===== config.mk =====
export PLATFORM = sky130hd
export DESIGN_NAME = i2c_gpio_expander
export DESIGN_NICKNAME = d
export VERILOG_FILES = /design/src/rtl/i2c_gpio_expander_pkg.sv /design/src/rtl/i2c_gpio_expander_bus_conditioner.sv /design/src/rtl/i2c_gpio_expander.sv
export SDC_FILE = /design/constraint.sdc
export NUM_CORES = 1
export LEC_CHECK = 0
export ABC_AREA = 1
export CAP_MARGIN = 10
export CORE_MARGIN = 2
export CORE_UTILIZATION = 45
export DETAILED_ROUTE_END_ITERATION = 10
export DONT_BUFFER_PORTS = 1
export GPL_TIMING_DRIVEN = 0
export SYNTH_ARGS = -nofsm -noshare
export SYNTH_HDL_FRONTEND = slang
export SYNTH_SLANG_ARGS = --single-unit

===== constraint.sdc =====
create_clock -name clk -period 3 [get_ports clk]
set_input_delay 0.6 -clock clk [delete_from_list [all_inputs] [get_ports clk]]
set_output_delay 0.6 -clock clk [all_outputs]
set_load 0.02 [all_outputs]

===== src/rtl/i2c_gpio_expander_pkg.sv =====
`default_nettype none
// ============================================================================
// Package  : i2c_gpio_pkg
// Purpose  : Shared types and constants for the I2C GPIO expander: FSM state
//            encoding, register-kind codes and command-pointer field helpers.
// Ports    : none (package)
// Revision : 1.0 - initial release
// ============================================================================
package i2c_gpio_pkg;

   localparam int MAX_BANKS = 4;

   // Register kinds selected by ptr[3:2]
   localparam logic [1:0] KIND_INPUT    = 2'd0;
   localparam logic [1:0] KIND_OUTPUT   = 2'd1;
   localparam logic [1:0] KIND_POLARITY = 2'd2;
   localparam logic [1:0] KIND_CONFIG   = 2'd3;

   // Slave protocol FSM encoding
   typedef logic [3:0] state_t;
   localparam logic [3:0] ST_IDLE      = 4'd0;
   localparam logic [3:0] ST_ADDR      = 4'd1;
   localparam logic [3:0] ST_ADDR_ACK  = 4'd2;
   localparam logic [3:0] ST_PTR       = 4'd3;
   localparam logic [3:0] ST_PTR_ACK   = 4'd4;
   localparam logic [3:0] ST_WDATA     = 4'd5;
   localparam logic [3:0] ST_WDATA_ACK = 4'd6;
   localparam logic [3:0] ST_RDATA     = 4'd7;
   localparam logic [3:0] ST_RDATA_ACK = 4'd8;

   function automatic logic [1:0] ptr_kind(input logic [7:0] p);
      return p[3:2];
   endfunction

   function automatic logic [1:0] ptr_bank(input logic [7:0] p);
      return p[1:0];
   endfunction

   // A pointer addresses a real register only if the reserved nibble is
   // clear and the bank exists in this configuration.
   function automatic logic ptr_valid(input logic [7:0] p, input int nb);
      return (p[7:4] == 4'h0) && (int'(p[1:0]) < nb) && (nb <= MAX_BANKS);
   endfunction

endpackage
`default_nettype wire


===== src/rtl/i2c_gpio_expander_bus_conditioner.sv =====
`default_nettype none
// ============================================================================
// Module   : i2c_bus_conditioner
// Purpose  : Synchronises and glitch-filters SCL/SDA, then derives one-clock
//            event pulses for the I2C slave FSM.
// Ports    : clk, rst (sync, active low), scl_i/sda_i raw pads,
//            scl_rise_o/scl_fall_o/start_det_o/stop_det_o pulses,
//            sda_s_o filtered SDA level.
// Revision : 1.0 - initial release
// ============================================================================
module i2c_bus_conditioner #(
   parameter int FILTER_LEN = 3          // must be >= 2
) (
   input  logic clk,
   input  logic rst,
   input  logic scl_i,
   input  logic sda_i,
   output logic scl_rise_o,
   output logic scl_fall_o,
   output logic start_det_o,
   output logic stop_det_o,
   output logic sda_s_o
);

   // Bit 1 = SCL, bit 0 = SDA throughout
   logic [1:0]                  sync1_q, sync2_q, filt_q;
   logic [FILTER_LEN-2:0][1:0]  hist_q;
   logic [1:0]                  w_eq, w_filt_d;

   // A level is accepted only when the newest sample and all history agree.
   always_comb begin
      w_eq = 2'b11;
      for (int i = 0; i < FILTER_LEN-1; i++) begin
         w_eq = w_eq & ~(sync2_q ^ hist_q[i]);
      end
      w_filt_d = (w_eq & sync2_q) | (~w_eq & filt_q);
   end

   always_ff @(posedge clk) begin
      if (!rst) begin
         sync1_q     <= 2'b11;
         sync2_q     <= 2'b11;
         hist_q      <= '1;
         filt_q      <= 2'b11;
         scl_rise_o  <= 1'b0;
         scl_fall_o  <= 1'b0;
         start_det_o <= 1'b0;
         stop_det_o  <= 1'b0;
      end else begin
         sync1_q   <= {scl_i, sda_i};
         sync2_q   <= sync1_q;
         hist_q[0] <= sync2_q;
         for (int i = 1; i < FILTER_LEN-1; i++) begin
            hist_q[i] <= hist_q[i-1];
         end
         filt_q      <= w_filt_d;
         // Pulses align with the cycle in which filt_q shows the new level
         scl_rise_o  <= ~filt_q[1] &  w_filt_d[1];
         scl_fall_o  <=  filt_q[1] & ~w_filt_d[1];
         start_det_o <=  filt_q[1] &  w_filt_d[1] &  filt_q[0] & ~w_filt_d[0];
         stop_det_o  <=  filt_q[1] &  w_filt_d[1] & ~filt_q[0] &  w_filt_d[0];
      end
   end

   assign sda_s_o = filt_q[0];

endmodule
`default_nettype wire


===== src/rtl/i2c_gpio_expander.sv =====
`default_nettype none
// ============================================================================
// Module   : i2c_gpio_expander
// Purpose  : I2C-slave GPIO expander with 1..4 banks of 8 pins, auto-incrementing
//            register pointer, pin-selected address and change interrupt.
// Ports    : clk, rst (sync, active low), scl_i, sda_i, sda_oe (1 = pull low),
//            addr_pins (latched in reset), gpio_i, gpio_o, gpio_oe, int_n.
// Revision : 1.0 - initial release
// ============================================================================
module i2c_gpio_expander
   import i2c_gpio_pkg::*;
#(
   parameter int         N_BANKS     = 2,
   parameter logic [3:0] DEV_ADDR_HI = 4'h4,
   parameter int         FILTER_LEN  = 3
) (
   input  logic                 clk,
   input  logic                 rst,
   input  logic                 scl_i,
   input  logic                 sda_i,
   output logic                 sda_oe,
   input  logic [2:0]           addr_pins,
   input  logic [8*N_BANKS-1:0] gpio_i,
   output logic [8*N_BANKS-1:0] gpio_o,
   output logic [8*N_BANKS-1:0] gpio_oe,
   output logic                 int_n
);

   localparam int NP = 8*N_BANKS;

   logic w_scl_rise, w_scl_fall, w_start, w_stop, w_sda;

   i2c_bus_conditioner #(.FILTER_LEN(FILTER_LEN)) u_cond (
      .clk         (clk),
      .rst         (rst),
      .scl_i       (scl_i),
      .sda_i       (sda_i),
      .scl_rise_o  (w_scl_rise),
      .scl_fall_o  (w_scl_fall),
      .start_det_o (w_start),
      .stop_det_o  (w_stop),
      .sda_s_o     (w_sda)
   );

   // ---------------- GPIO input conditioning ----------------
   logic [NP-1:0]                 gsync1_q, gsync2_q, gfilt_q, w_geq, w_gfilt_d;
   logic [FILTER_LEN-2:0][NP-1:0] ghist_q;

   always_comb begin
      w_geq = '1;
      for (int i = 0; i < FILTER_LEN-1; i++) begin
         w_geq = w_geq & ~(gsync2_q ^ ghist_q[i]);
      end
      w_gfilt_d = (w_geq & gsync2_q) | (~w_geq & gfilt_q);
   end

   // The pipeline keeps running in reset so the snapshot taken at reset
   // reflects the real pins; the filter simply tracks the synchroniser then.
   always_ff @(posedge clk) begin
      gsync1_q   <= gpio_i;
      gsync2_q   <= gsync1_q;
      ghist_q[0] <= gsync2_q;
      for (int i = 1; i < FILTER_LEN-1; i++) begin
         ghist_q[i] <= ghist_q[i-1];
      end
      gfilt_q <= (!rst) ? gsync2_q : w_gfilt_d;
   end

   // ---------------- Registers ----------------
   state_t                    state_q, state_d;
   logic [3:0]                bit_cnt_q, bit_cnt_d;
   logic [7:0]                shift_q, shift_d;
   logic                      rw_q, rw_d;
   logic                      mack_q, mack_d;
   logic [7:0]                ptr_q, ptr_d;
   logic                      sda_oe_q, sda_oe_d;
   logic [2:0]                addr_q;
   logic [N_BANKS-1:0][7:0]   out_q, out_d, pol_q, pol_d, cfg_q, cfg_d;
   logic [NP-1:0]             snap_q, snap_d, w_cfg_flat;
   logic                      int_n_q;

   logic       w_valid, w_load;
   logic [1:0] w_kind, w_bank, w_bank_nxt;
   logic [7:0] w_rd_byte, w_ptr_inc;

   // Read mux and pointer increment
   always_comb begin
      w_valid   = ptr_valid(ptr_q, N_BANKS);
      w_kind    = ptr_kind(ptr_q);
      w_bank    = ptr_bank(ptr_q);
      w_rd_byte = 8'hFF;
      for (int b = 0; b < N_BANKS; b++) begin
         if (w_valid && (w_bank == 2'(b))) begin
            case (w_kind)
               KIND_INPUT:    w_rd_byte = gfilt_q[8*b +: 8] ^ pol_q[b];
               KIND_OUTPUT:   w_rd_byte = out_q[b];
               KIND_POLARITY: w_rd_byte = pol_q[b];
               default:       w_rd_byte = cfg_q[b];
            endcase
         end
      end
      if (int'(w_bank) + 1 >= N_BANKS) w_bank_nxt = 2'd0;
      else                             w_bank_nxt = w_bank + 2'd1;
      w_ptr_inc = {ptr_q[7:2], w_bank_nxt};
   end

   // Protocol FSM
   always_comb begin
      state_d   = state_q;
      bit_cnt_d = bit_cnt_q;
      shift_d   = shift_q;
      rw_d      = rw_q;
      mack_d    = mack_q;
      ptr_d     = ptr_q;
      sda_oe_d  = sda_oe_q;
      out_d     = out_q;
      pol_d     = pol_q;
      cfg_d     = cfg_q;
      snap_d    = snap_q;
      w_load    = 1'b0;

      if (w_start) begin
         state_d   = ST_ADDR;
         bit_cnt_d = 4'd0;
         sda_oe_d  = 1'b0;
      end else if (w_stop) begin
         state_d  = ST_IDLE;
         sda_oe_d = 1'b0;
      end else if (w_scl_rise) begin
         case (state_q)
            ST_ADDR, ST_PTR, ST_WDATA: begin
               if (bit_cnt_q < 4'd8) begin
                  shift_d   = {shift_q[6:0], w_sda};
                  bit_cnt_d = bit_cnt_q + 4'd1;
               end
            end
            ST_RDATA:     if (bit_cnt_q < 4'd8) bit_cnt_d = bit_cnt_q + 4'd1;
            ST_RDATA_ACK: mack_d = w_sda;
            default: ;
         endcase
      end else if (w_scl_fall) begin
         case (state_q)
            ST_ADDR: begin
               if (bit_cnt_q == 4'd8) begin
                  if ((shift_q[7:1] == {DEV_ADDR_HI, addr_q}) && (shift_q[7:1] != 7'h00)) begin
                     state_d  = ST_ADDR_ACK;
                     sda_oe_d = 1'b1;
                     rw_d     = shift_q[0];
                  end else begin
                     state_d  = ST_IDLE;
                     sda_oe_d = 1'b0;
                  end
               end
            end
            ST_ADDR_ACK: begin
               bit_cnt_d = 4'd0;
               if (rw_q) begin
                  state_d = ST_RDATA;
                  w_load  = 1'b1;
               end else begin
                  state_d  = ST_PTR;
                  sda_oe_d = 1'b0;
               end
            end
            ST_PTR: begin
               if (bit_cnt_q == 4'd8) begin
                  state_d  = ST_PTR_ACK;
                  sda_oe_d = 1'b1;
                  ptr_d    = shift_q;
               end
            end
            ST_PTR_ACK, ST_WDATA_ACK: begin
               // Data is committed on the fall that ends its ACK clock
               if (state_q == ST_WDATA_ACK) begin
                  for (int b = 0; b < N_BANKS; b++) begin
                     if (w_valid && (w_bank == 2'(b))) begin
                        case (w_kind)
                           KIND_OUTPUT:   out_d[b] = shift_q;
                           KIND_POLARITY: pol_d[b] = shift_q;
                           KIND_CONFIG:   cfg_d[b] = shift_q;
                           default: ;
                        endcase
                     end
                  end
                  ptr_d = w_ptr_inc;
               end
               state_d   = ST_WDATA;
               sda_oe_d  = 1'b0;
               bit_cnt_d = 4'd0;
            end
            ST_WDATA: begin
               if (bit_cnt_q == 4'd8) begin
                  state_d  = ST_WDATA_ACK;
                  sda_oe_d = 1'b1;
               end
            end
            ST_RDATA: begin
               if (bit_cnt_q == 4'd8) begin
                  state_d  = ST_RDATA_ACK;
                  sda_oe_d = 1'b0;
                  ptr_d    = w_ptr_inc;
               end else begin
                  shift_d  = {shift_q[6:0], 1'b1};
                  sda_oe_d = ~shift_q[6];
               end
            end
            ST_RDATA_ACK: begin
               if (!mack_q) begin
                  state_d   = ST_RDATA;
                  bit_cnt_d = 4'd0;
                  w_load    = 1'b1;
               end else begin
                  state_d  = ST_IDLE;
                  sda_oe_d = 1'b0;
               end
            end
            default: ;
         endcase
      end

      // Shift-load for a read byte; reading an input bank re-arms its
      // interrupt reference at the same instant the value is captured.
      if (w_load) begin
         shift_d  = w_rd_byte;
         sda_oe_d = ~w_rd_byte[7];
         for (int b = 0; b < N_BANKS; b++) begin
            if (w_valid && (w_kind == KIND_INPUT) && (w_bank == 2'(b))) begin
               snap_d[8*b +: 8] = gfilt_q[8*b +: 8];
            end
         end
      end
   end

   assign w_cfg_flat = cfg_q;

   always_ff @(posedge clk) begin
      if (!rst) begin
         state_q   <= ST_IDLE;
         bit_cnt_q <= 4'd0;
         shift_q   <= 8'h00;
         rw_q      <= 1'b0;
         mack_q    <= 1'b1;
         ptr_q     <= 8'h00;
         sda_oe_q  <= 1'b0;
         out_q     <= '1;
         pol_q     <= '0;
         cfg_q     <= '1;
         snap_q    <= gfilt_q;
         addr_q    <= addr_pins;
         int_n_q   <= 1'b1;
      end else begin
         state_q   <= state_d;
         bit_cnt_q <= bit_cnt_d;
         shift_q   <= shift_d;
         rw_q      <= rw_d;
         mack_q    <= mack_d;
         ptr_q     <= ptr_d;
         sda_oe_q  <= sda_oe_d;
         out_q     <= out_d;
         pol_q     <= pol_d;
         cfg_q     <= cfg_d;
         snap_q    <= snap_d;
         int_n_q   <= ~|((gfilt_q ^ snap_q) & w_cfg_flat);
      end
   end

   assign sda_oe  = sda_oe_q;
   assign gpio_o  = out_q;
   assign gpio_oe = ~w_cfg_flat;
   assign int_n   = int_n_q;

endmodule
`default_nettype wire


-- Yosys cells after proc, flatten, opt, wreduce, memory -nomap -nowiden
Cells that the tools add are included.
- register bits: 189
- input bits: 23
- add/subtract/negate cells: 3
- order comparisons: 3
- equal/unequal tests: 40
- multiplexer cells: 60
- bitwise gates (word level): 42
- reductions and logical operators: 47
- operators by type and width (operator ; number):
    8-bit 2-to-1 mux ; 14
    8-bit one-hot mux with 3 select lines ; 3
    16-bit AND ; 4
    16-bit inverter ; 4
    8-bit AND reduction ; 8
    16-bit 2-to-1 mux ; 3
    16-bit XOR ; 3
    4-bit 2-to-1 mux ; 9
    7-bit AND reduction ; 5
    4-bit one-hot mux with 7 select lines ; 1
    1-bit 2-to-1 mux ; 21
    2-bit inequality test (second input constant) ; 9
    9-bit nonzero test ; 2
    4-bit by 3-bit == test with 1-bit output (second input constant) ; 4
    4-bit by 2-bit inequality test with 1-bit output (second input constant) ; 4
    16-bit OR ; 1
    16-bit OR reduction ; 1
    8-bit XOR ; 2
    5-bit by 3-bit inequality test with 1-bit output (second input constant) ; 3
    3-bit nonzero test ; 5
    7-bit nonzero test ; 2
    1-bit inverter ; 12
    3-bit inequality test (second input constant) ; 3
    3-bit OR reduction ; 3
    37 further kinds ; 69

-- Depth between registers and ports, before layout
- depth after elaboration: 10
- mapped depth: 12
- depth with buffers taken out: 12

-- Hierarchy
From an unflattened synthesis, not the netlist that was laid out.
- cells, all modules: 855
- area, all modules: 7656.1 um^2
- by module, submodules not included (module ; instances ; cells an instance ; area an instance (um^2) ; sequential area each (um^2)):
    i2c_gpio_expander ; 1 ; 811 ; 7239.4 ; 3853.7
    i2c_bus_conditioner ; 1 ; 44 ; 416.6 ; 280.3

-- Worst setup path after synthesis
No wires, ideal clock.
- path type: reg-to-reg
- from: reg u_cond.scl_rise_o
- to: reg snap_q[10] (enable)
- data arrival time: 1637 ps
- required time: 2616 ps
- setup slack: 979 ps
- cell stages (with the launch flop): 9
- clock period less this slack: 2021 ps
- cells stage by stage: dfxtp_1 > buf_4 > clkinv_2 > nand2_1 > nor2_4 > nand2_4 > inv_2 > nand2_1 > o21ai_0
- cells in the longest elaborated chain, start to end: 5
- RTL lines (what ; RTL line ; source):
    from (decl) ; i2c_gpio_expander_bus_conditioner.sv:18 ; output logic scl_rise_o,
    from (signal assigned) ; i2c_gpio_expander_bus_conditioner.sv:58 ; scl_rise_o <= ~filt_q[1] & w_filt_d[1];
    1-bit 2-to-1 mux ; i2c_gpio_expander.sv:129 ; end else if (w_scl_rise) begin
    1-bit 2-to-1 mux ; i2c_gpio_expander.sv:126 ; end else if (w_stop) begin
    1-bit 2-to-1 mux ; i2c_gpio_expander.sv:122 ; if (w_start) begin
    2-bit by 1-bit inequality test with 1-bit output (no line) ; n/a ;
    2-bit AND reduction (no line) ; n/a ;
    to (signal assigned) ; i2c_gpio_expander.sv:248 ; snap_q <= gfilt_q;
    to (signal assigned) ; i2c_gpio_expander.sv:262 ; snap_q <= snap_d;
    to (decl) ; i2c_gpio_expander.sv:79 ; logic [NP-1:0] snap_q, snap_d, w_cfg_flat;
Every way passes these cells.
A chain may end at the register's enable or synchronous reset.

-- Worst setup path after layout
- from: reg ptr_q[2]
- to: reg snap_q[6] (enable)
- cells in the longest elaborated chain, start to end: 5
- RTL lines (what ; RTL line ; source):
    from (decl) ; i2c_gpio_expander.sv:75 ; logic [7:0] ptr_q, ptr_d;
    from (signal assigned) ; i2c_gpio_expander.sv:257 ; ptr_q <= ptr_d;
    2-bit zero test ; i2c_gpio_expander.sv:227 ; if (w_valid && (w_kind == KIND_INPUT) && (w_bank == 2'(b))) begin
    1-bit logical AND (2 in series) ; i2c_gpio_expander.sv:227 ;
    2-bit by 1-bit inequality test with 1-bit output (no line) ; n/a ;
    2-bit AND reduction (no line) ; n/a ;
Every way passes these cells.

==> flow_summary_export.csv <==
group,metric,value,unit
routing,vias,5898,
timing,hold_violations,0,
yosys,synth_edf_count,35,
timing,timing.slew.headroom,41.8,%
grt,grt_max_degree,21,
setup_path,cp.arrival,2.46,ns
place,io_buffers,0,
timing,fmax,433,MHz
yosys,yosysTopAreaCell,"dfxtp_1",
clocking,ctsResizeCount,0,
clocking,ctsHtreeMaxLevel,4,
yosys,async_flop_share,0,%
die,top_level_ports,57,
outcome,outcome,"completed",
final_layout,fillerInstances,1548,
pwr,power.internal,4.00,mW
worst_hold_path,whs_path_depth,0,
timing,final-max-slew-violation-count,0,
yosys,synth-seq-cells,189,
worst_hold_path,worst_hold_path_type,"in -> reg",
timing,tns,0,ns
setup_path,regToRegSetupSlack,0.69,ns
final_layout,drive_gt1_share,16.4,%
place,hpwlAfterDp,13500,um
die,dieArea,0.0183,mm2
setup_path,endpoint_kind,"register",
pwr,switching_power,1.28,mW
yosys,synth_cell_types,43,
clocking,clk_latency,0.44,ns
timing,fin_worst_skew,0.00834,ns
timing,finalCritPeriodShare,77.0,%
routing,drt_drc_violations_left,0,
clocking,cts_tree,"yes",
yosys,synth-simple-area-share,25.3,%
routing,dr.first_iter.drc_count,494,
timing,min_period,2.31,ns
die,start_util,46.3,%
routing,routed_wl,18700,um
timing,worst-slew-pin-transition,0.874,ns
yosys,syn_avg_cell_area,8.85,um2
die,rows,47,
pwr,seqPwrFrac,52.0,%
final_layout,syn2layout_area_growth,12.0,%
place,finalWeightedCongestion,0.892,
setup_path,timing.rr.start,"ptr_q[2]",
setup_path,path_class,"reg -> reg",
routing,via_per_inst,5.23,
pwr,netSwitchingFraction,24.2,%
yosys,synthMuxAreaShare,0,%
pwr,p_clk_share,44.9,%
pwr,combPwrFrac,3.1,%
place,place_ws,0.677,ns
die,fp.dieH,135,um
clocking,root_buffer,"clkbuf_16",
yosys,synth_top_family_by_area,"simple AND/OR/NAND/NOR gates",
pwr,peakVddDrop,484,uV
timing,finalSetupViolations,0,
setup_path,rr_endpoint,"snap_q[6]",
die,core,0.0167,mm2
setup_path,timing.critical_path.fanout_max,10,
yosys,synth_area,0.00774,mm2
pwr,powerDensity,610,mW/mm2
setup_path,crit_required,3.15,ns
yosys,netlist_instances,874,
yosys,ys.flop_type,"dfxtp_1",
grt,grt_usage,21.9,%
routing,postRouteAntennaNets,0,
setup_path,reg2regPathDepth,5,
yosys,synth_common_cells,"nand2_1 (171), dfxtp_1 (154), inv_1 (66)",
clocking,cts_setup_buffers,0,
yosys,yosysSeqAreaShare,53.4,%
run,cap_violations,0,
yosys,yosys_warnings,0,
final_layout,seq_area,0.00413,mm2
final_layout,multiInputGateArea,0.00314,mm2
grt,antenna_found_initial,0,
routing,drt-met1-wl,8640,um
final_layout,antenna-diode-count,0,
clocking,cts_buffer_depth,2,
clocking,numCtsBuffers,17,
grt,grt_pass1_vias,5509,
grt,grt_pass1_wl,30100,um
routing,drtPass1Iterations,5,
worst_hold_path,min_from,"gpio_i[11]",
timing,rsz0062_at_grt,"no",
pwr,leakage,3.94,nW
yosys,synth_fp_nets,899,
yosys,synth_compound_area_share,14.3,%
yosys,synth_xor_area_share,0.679,%
clocking,clkTransAtPathRegs,0.08,ns
routing,routed.top_layer,"met4",
worst_hold_path,hold-path-endpoint,"gsync1_q[11]",
clocking,cts_sinks,189,
timing,worst_slack,0.690,ns
yosys,synth.area.top_cells,"dfxtp_1 (40%), edfxtp_1 (14%), nand2_1 (8.3%)",
routing,wl_met3,1140,um
die,dieWidth,135,um
final_layout,fin_nets,920,
routing,wire_per_inst,16.6,um
yosys,synth_fa_ha_area_share,0.323,%
yosys,yosys.area.top_type_share,39.9,%
clocking,holdBufCountCts,0,
yosys,synth_most_common_cell,"nand2_1",
grt,globalRoute.totalOverflow,0,
routing,wl_met2,8570,um
setup_path,start_kind,"register",
## cell type report
class,count,share of cell area (%)
Clock inverter,14,2.15
Sequential cell,189,47.7
Buffer,25,1.70
Timing Repair Buffer,2,0.144
Clock buffer,18,5.20
Tap cell,220,3.18
Multi-Input combinational cell,577,36.3
Inverter,83,3.61
## cell usage in the layout (no fill, tap or decap), types with 16 or more instances in the layout
| cell type | n |
|---|---|
| nor3_1 | 21 |
| inv_2 | 16 |
| and2_1 | 16 |
| dfxtp_1 | 154 |
| nand3_1 | 65 |
| or2_2 | 16 |
| o21ai_1 | 17 |
| nand2_1 | 171 |
| edfxtp_1 | 35 |
| o211ai_2 | 32 |
| inv_1 | 66 |
| a21oi_1 | 62 |
| o21ai_0 | 43 |
| nand3b_1 | 17 |
| nor2_1 | 56 |
| clkbuf_16 | 18 |
## cells by family (layout without fill, tap and decap cells)
group,after synthesis,after routing
buffers and inverters,108,142
AO/OA/AOI/OAI,166,166
adder cells (fa/ha/maj),2,2
flip-flops,189,189
AND/OR/NAND/NOR,403,403
XOR/XNOR,6,6
## how the worst max path moves through the flow
stage                           start    endpoint  slack (ns)
finish                       ptr_q[2]   snap_q[6]        0.69
global route                 ptr_q[2]   snap_q[6]        0.50
CTS                          ptr_q[2]   snap_q[6]        0.67
detailed placement                rst   snap_q[2]        0.68
global placement             ptr_q[2]  snap_q[11]        0.12
floorplan           u_cond.scl_rise_o  snap_q[10]        0.98
## state kept, by name, indices dropped and copies added, names as in the netlist, 2 cells and up, named ones only
| name | cells |
|---|---|
| ghist_q | 32 |
| cfg_q | 16 |
| gpio_o | 16 |
| gsync1_q | 16 |
| gsync2_q | 16 |
| pol_q | 16 |
| snap_q | 16 |
| ptr_q | 8 |
| shift_q | 8 |
| bit_cnt_q | 4 |
| state_q | 4 |
| u_cond.hist_q | 4 |
| addr_q | 3 |
| u_cond.filt_q | 2 |
| u_cond.sync1_q | 2 |
| u_cond.sync2_q | 2 |
## power by group through the flow
stage,combinational [mW],clock [mW],sequential [mW]
CTS,0.165,2.42,2.75
finish,0.164,2.38,2.75
global placement,0.160,0,2.80
detailed placement,0.165,0,2.81
global route,0.189,2.51,2.76
floorplan,0.126,0,2.78
## through the flow
step                      total power, mW  utilization [%]  hold slack, ns  instance area (um2)  cells
after floorplan                      2.91                -           0.310                 7740    874
after global placement               2.96             48.0           0.311                 8010   1094
after detailed placement             2.97             48.0           0.312                 8020   1096
after CTS                            5.33             51.9           0.161                 8660   1128
after global routing                 5.46             51.9           0.154                 8660   1128
final                                5.29             51.9           0.174                 8660   1128
## worst max-delay path, stage by stage (launching register included)
cell     delay, ns
dfxtp_1       0.38
nor2_2        0.39
buf_2         0.33
nand2_1       0.10
o21ai_0       0.49
buf_2         0.31
## per-layer routing
layer	up-vias	GRT usage (%)
met1	2752	29.3
li1	2975	-
met3	28	5.89
met5	-	0
met2	143	34.2
met4	0	7.70
Power figures use the tool's default switching activity.
